## src/rtl/if_stage.sv

```systemverilog
// Instruction fetch stage: issues one SRAM read per cycle, buffers the returned
// word while decode back-pressures, and remembers a branch target it could not take yet.
module if_stage (
  input  logic        clk,
  input  logic        reset,
  input  logic        ds_allow_in,
  input  logic [33:0] br_bus,
  output logic        fs_to_ds_valid,
  output logic [63:0] fs_ds_bus,
  output logic        inst_sram_en,
  output logic [3:0]  inst_sram_we,
  output logic [31:0] inst_sram_addr,
  output logic [31:0] inst_sram_wdata,
  input  logic [31:0] inst_sram_rdata
);

  localparam logic [31:0] RESET_PC = 32'h1bfffffc;

  logic [31:0] r_fs_pc;
  logic        r_fs_valid;
  logic [31:0] r_inst_buf;
  logic        r_inst_buf_valid;
  logic        r_br_pending;
  logic [31:0] r_br_pending_target;

  logic        w_br_stall;
  logic        w_br_taken;
  logic [31:0] w_br_target;
  logic [31:0] w_seq_pc;
  logic [31:0] w_nextpc;
  logic        w_fs_allow_in;
  logic        w_take_now;
  logic [31:0] w_fs_inst;

  assign w_br_stall  = br_bus[33];
  assign w_br_taken  = br_bus[32];
  assign w_br_target = br_bus[31:0];

  assign w_seq_pc   = r_fs_pc + 32'd4;
  assign w_take_now = w_br_taken && !w_br_stall;

  always_comb begin
    w_nextpc = w_seq_pc;
    if (w_take_now)
      w_nextpc = w_br_target;
    else if (r_br_pending)
      w_nextpc = r_br_pending_target;
  end

  assign w_fs_allow_in = !w_br_stall && (!r_fs_valid || ds_allow_in);

  assign inst_sram_en    = !reset && w_fs_allow_in;
  assign inst_sram_addr  = w_nextpc;
  assign inst_sram_we    = 4'b0;
  assign inst_sram_wdata = 32'b0;

  // The SRAM only presents the word for one cycle, so keep the first one seen under back-pressure.
  assign w_fs_inst      = r_inst_buf_valid ? r_inst_buf : inst_sram_rdata;
  assign fs_to_ds_valid = r_fs_valid;
  assign fs_ds_bus      = {r_fs_pc, w_fs_inst};

  always_ff @(posedge clk) begin
    if (reset) begin
      r_fs_pc             <= RESET_PC;
      r_fs_valid          <= 1'b0;
      r_inst_buf          <= 32'b0;
      r_inst_buf_valid    <= 1'b0;
      r_br_pending        <= 1'b0;
      r_br_pending_target <= 32'b0;
    end else if (!w_br_stall) begin
      if (w_fs_allow_in) begin
        r_fs_pc    <= w_nextpc;
        r_fs_valid <= 1'b1;
      end

      if (r_fs_valid && ds_allow_in) begin
        r_inst_buf_valid <= 1'b0;
      end else if (r_fs_valid && !r_inst_buf_valid) begin
        r_inst_buf       <= inst_sram_rdata;
        r_inst_buf_valid <= 1'b1;
      end

      // A redirect that arrives while fetch is blocked waits here; the newest one wins.
      if (w_fs_allow_in) begin
        r_br_pending <= 1'b0;
      end else if (w_take_now) begin
        r_br_pending        <= 1'b1;
        r_br_pending_target <= w_br_target;
      end
    end
  end

endmodule
```

## config.mk

```make
export PLATFORM = sky130hd
export DESIGN_NAME = if_stage
export DESIGN_NICKNAME = d
export VERILOG_FILES = /design/src/rtl/if_stage.sv
export SDC_FILE = /design/constraint.sdc
export NUM_CORES = 1
export LEC_CHECK = 0
export ABC_AREA = 1
export BUFFER_PORTS_ARGS = -buffer_cell sky130_fd_sc_hd__buf_2
export CAP_MARGIN = 30
export CELL_PAD_IN_SITES_DETAIL_PLACEMENT = 1
export CELL_PAD_IN_SITES_GLOBAL_PLACEMENT = 1
export CORE_ASPECT_RATIO = 1.1
export CORE_MARGIN = 1.5
export CORE_UTILIZATION = 34
export DETAILED_ROUTE_END_ITERATION = 12
export GPL_ROUTABILITY_DRIVEN = 0
export PLACE_DENSITY = 0.92
export SLEW_MARGIN = 25
export SYNTH_ARGS = -nofsm -noshare
export SYNTH_HDL_FRONTEND = slang
export SYNTH_SLANG_ARGS = --single-unit
export TNS_END_PERCENT = 100
```

## constraint.sdc

```tcl
create_clock -name clk -period 1.9 [get_ports clk]
set_input_delay 0.19 -clock clk [delete_from_list [all_inputs] [get_ports clk]]
set_output_delay 0.19 -clock clk [all_outputs]
set_load 0.02 [all_outputs]
```

==> flow_summary_export.csv <==
group,metric,value,unit
run_status,status,"finished with violations",
run_status,violations,"setup timing",
logic_synthesis,syn_area,5707,um^2
route,drc,0,
power_and_ir_drop,ir_worst_vdd,0.0004174,V
critical_path,crit_path_max_fanout,5,
timing,slew_headroom,58.93,%
critical_path,cpPeakStageDelay,0.40,ns
logic_synthesis,ys.flop_type,"dfxtp_1",
logic_synthesis,synth_cells,917,
floorplan,die_h,138.9,um
route,wl_met2,13790,um
floorplan,die_w,126.5,um
timing,period_share,120.6,%
global_route,antenna_found_initial,2,
cts,cts_tree,"built",
timing,final_hold_viol_count,0,
hold_path,min_path_cells,3,
power_and_ir_drop,p_int,4627,uW
hold_path,min-delay-path-class,"in -> reg",
critical_path,worstPathRequired,1.71,ns
timing,setup-violations-final,27,
timing,slew_viol_final,0,
floorplan,initial_core_util,34.86,%
floorplan,io_pins,203,
floorplan,row_count,49,
route,initialDrtViolationCount,439,
route,drt-met1-wl,9931,um
cts,clock_latency,0.37,ns
logic_synthesis,synth-edff-count,0,
placed_design,io_buffers,166,
global_route,grt_pass1_wl,38060,um
timing,fin_crit,2.291,ns
route,vias,7381,
finish,instances_no_fill,1325,
power_and_ir_drop,p_seq_share,29.2,%
route,post_drt_wl_per_cell,21.31,um
global_route,overflow,0,
power_and_ir_drop,switching_share,41.99,%
timing,fmaxAchievable,436.4,MHz
cts,path_clk_slew,0.09,ns
critical_path,r2r_cells,13,
power_and_ir_drop,clockPowerShare,26.4,%
timing,setup-tns-final,-5.285,ns
placed_design,hpwl,15980,um
global_route,grt_pass1_vias,7321,
logic_synthesis,async_reset_ff_share,0,%
finish,drive_gt1_share,38.80,%
route,top_layer_used,"met5",
cts,numCtsBuffers,9,
critical_path,path_delay_family,"simple AND/OR/NAND/NOR gates",
critical_path,worst-path-stages,8,
cts,cts_sinks,99,
logic_synthesis,ys_ff_latch,99,
route,dr_wl_met3,2321,um
finish,mostFrequentLayoutCell,"nand2_1",
finish,final_nets,1186,
timing,rsz0062_at_grt,"yes",
timing,fin_ws,-0.3914,ns
route,via_per_inst,5.571,
finish,nFillCells,2128,
cts,cts-root-buf,"clkbuf_16",
timing,skew,0.02263,ns
critical_path,r2r_slack,-0.36,ns
logic_synthesis,ys_types,33,
global_route,grt_start_max_net_pins,65,
critical_path,cp_common_cell,"nand3_1",
global_route,gr-usage-all-layers,27.41,%
route,ant_nets,0,
critical_path,slowest_stage,"dfxtp_4",
cts,cts.path.max_buffers,2,
floorplan,die_area,17570,um^2
logic_synthesis,yosys_warnings,0,
placed_design,dp.cells,1275,
power_and_ir_drop,power.density,958.8,nW/um^2
timing,fin_hold_ws,0.07945,ns
run,max_cap_violations,0,
finish,syn2layout_area_growth,45.76,%
critical_path,crit_path_end_kind,"output port",
power_and_ir_drop,p_sw,3349,uW
logic_synthesis,synth-seq-area-share,34.73,%
route,dr.pass1.iters,5,
route,totalWireLength,28240,um
finish,num_antenna_cells,0,
critical_path,startpoint_type,"register",
power_and_ir_drop,combPwrFrac,44.4,%
timing,tightest_slew,0.6161,ns
logic_synthesis,synth_area_per_cell,6.223,um^2
critical_path,path_cells,"nand2_4 > nor2_4 > nand2_2 > o21ai_0 > nand3_1 > nand3_1 > nand2_1 > buf_4",
power_and_ir_drop,leakage,0.004045,uW
cts,htreeDepth,3,
finish,mostFrequentLayoutCells,"nand2_1, buf_2, inv_1",
floorplan,coreArea,16370,um^2
critical_path,critPathBufInv,1,
critical_path,crit_type,"reg -> out",
critical_path,cp.arrival,2.10,ns
==> power by group through the flow <==
| stage | logic [uW] | clock network (uW) | registers (uW) |
|---|---|---|---|
| after floorplan | 1350 | 0 | 2390 |
| after global placement | 2120 | 0 | 2310 |
| after detailed placement | 2170 | 0 | 2320 |
| after CTS | 2730 | 2090 | 2290 |
| after global routing | 3690 | 2210 | 2330 |
| final | 3540 | 2100 | 2330 |
==> cell families after synthesis <==
| family | count (synthesis) | synth area share (%) |
|---|---|---|
| compound gates | 203 | 18.53 |
| xor+xnor | 3 | 0.4605 |
| fa+ha+maj | 1 | 0.2192 |
| buf+inv | 191 | 15.30 |
| flops | 99 | 34.73 |
| other cells | 1 | 0.06571 |
| simple gates | 419 | 30.69 |
==> sequential cells by signal, summed over array words and instances, names as in the netlist <==
signal / count
r_br_pending_target: 32
r_fs_pc: 32
r_inst_buf_valid: 1
r_br_pending: 1
fs_to_ds_valid: 1
r_inst_buf: 32
==> Yosys cell counts, types with 5 or more instances <==
| cell type | instances | area share, % |
|---|---|---|
| nand2_2 | 5 | 0.55 |
| inv_1 | 108 | 7.1 |
| nor2_1 | 73 | 4.8 |
| buf_4 | 36 | 4.7 |
| clkbuf_1 | 20 | 1.3 |
| nor2_4 | 5 | 0.99 |
| buf_2 | 17 | 1.5 |
| a21oi_1 | 81 | 7.1 |
| nor2_2 | 9 | 0.99 |
| dfxtp_1 | 99 | 35 |
| o21ai_0 | 104 | 9.1 |
| buf_1 | 5 | 0.33 |
| nand2_1 | 264 | 17 |
| nand3_1 | 51 | 4.5 |
==> through the flow <==
stage	utilization, %	instance area [um^2]	power [uW]	worst slack, ns
5_1_grt	50.81	8318	8232	-0.4105
4_1_cts	47.18	7722	7118	-0.1100
6_report	50.81	8318	7975	-0.3914
2_1_floorplan	-	5842	3736	0.03936
3_5_place_dp	41.38	6774	4492	0.07333
3_3_place_gp	41.38	6774	4430	0.09515
==> final cells by class <==
cell class / instances / area, um^2 / share of cell area, %
multi-input cells: 662 / 3701 / 44.49
flip-flops and latches: 99 / 2068 / 24.86
repair buffers: 231 / 1539 / 18.50
inverters: 113 / 436.7 / 5.250
well taps: 204 / 255.2 / 3.069
clock buffers: 10 / 229.0 / 2.753
clock inverters: 6 / 88.84 / 1.068
==> final timing paths <==
kind	start	endpoint
max	r_fs_pc[10]$_SDFFE_PP1P_	inst_sram_addr[17]
min	br_bus[24]	r_br_pending_target[24]$_SDFFE_PP0P_
max reg2reg	r_fs_pc[10]$_SDFFE_PP1P_	r_fs_pc[15]$_SDFFE_PP1P_
min reg2reg	r_inst_buf[31]$_SDFFE_PP0P_	r_inst_buf[31]$_SDFFE_PP0P_
==> per-layer routing <==
layer,global-route usage (%),up-vias
li1,-,3228
met1,30.28,3500
met2,47.54,475
met3,6.713,176
met4,16.15,2
met5,0,-
==> worst reg2reg max path: stages, from the launching register on <==
cell,delay (ns)
dfxtp_4,0.40
nand2_4,0.09
nor2_4,0.26
nand2_1,0.19
o21bai_4,0.17
nand3_2,0.13
buf_4,0.17
buf_4,0.12
buf_4,0.12
buf_4,0.12
buf_4,0.13
nand2_1,0.09
nand2_1,0.08
a21oi_1,0.13
==> timing repair <==
item,CTS,global route
hold buffers,0,0
setup buffers,26,12
resized for setup,148,144
setup endpoints to repair,28,31
pin swaps,43,75
No activity file was read; power rests on OpenSTA's default activity.
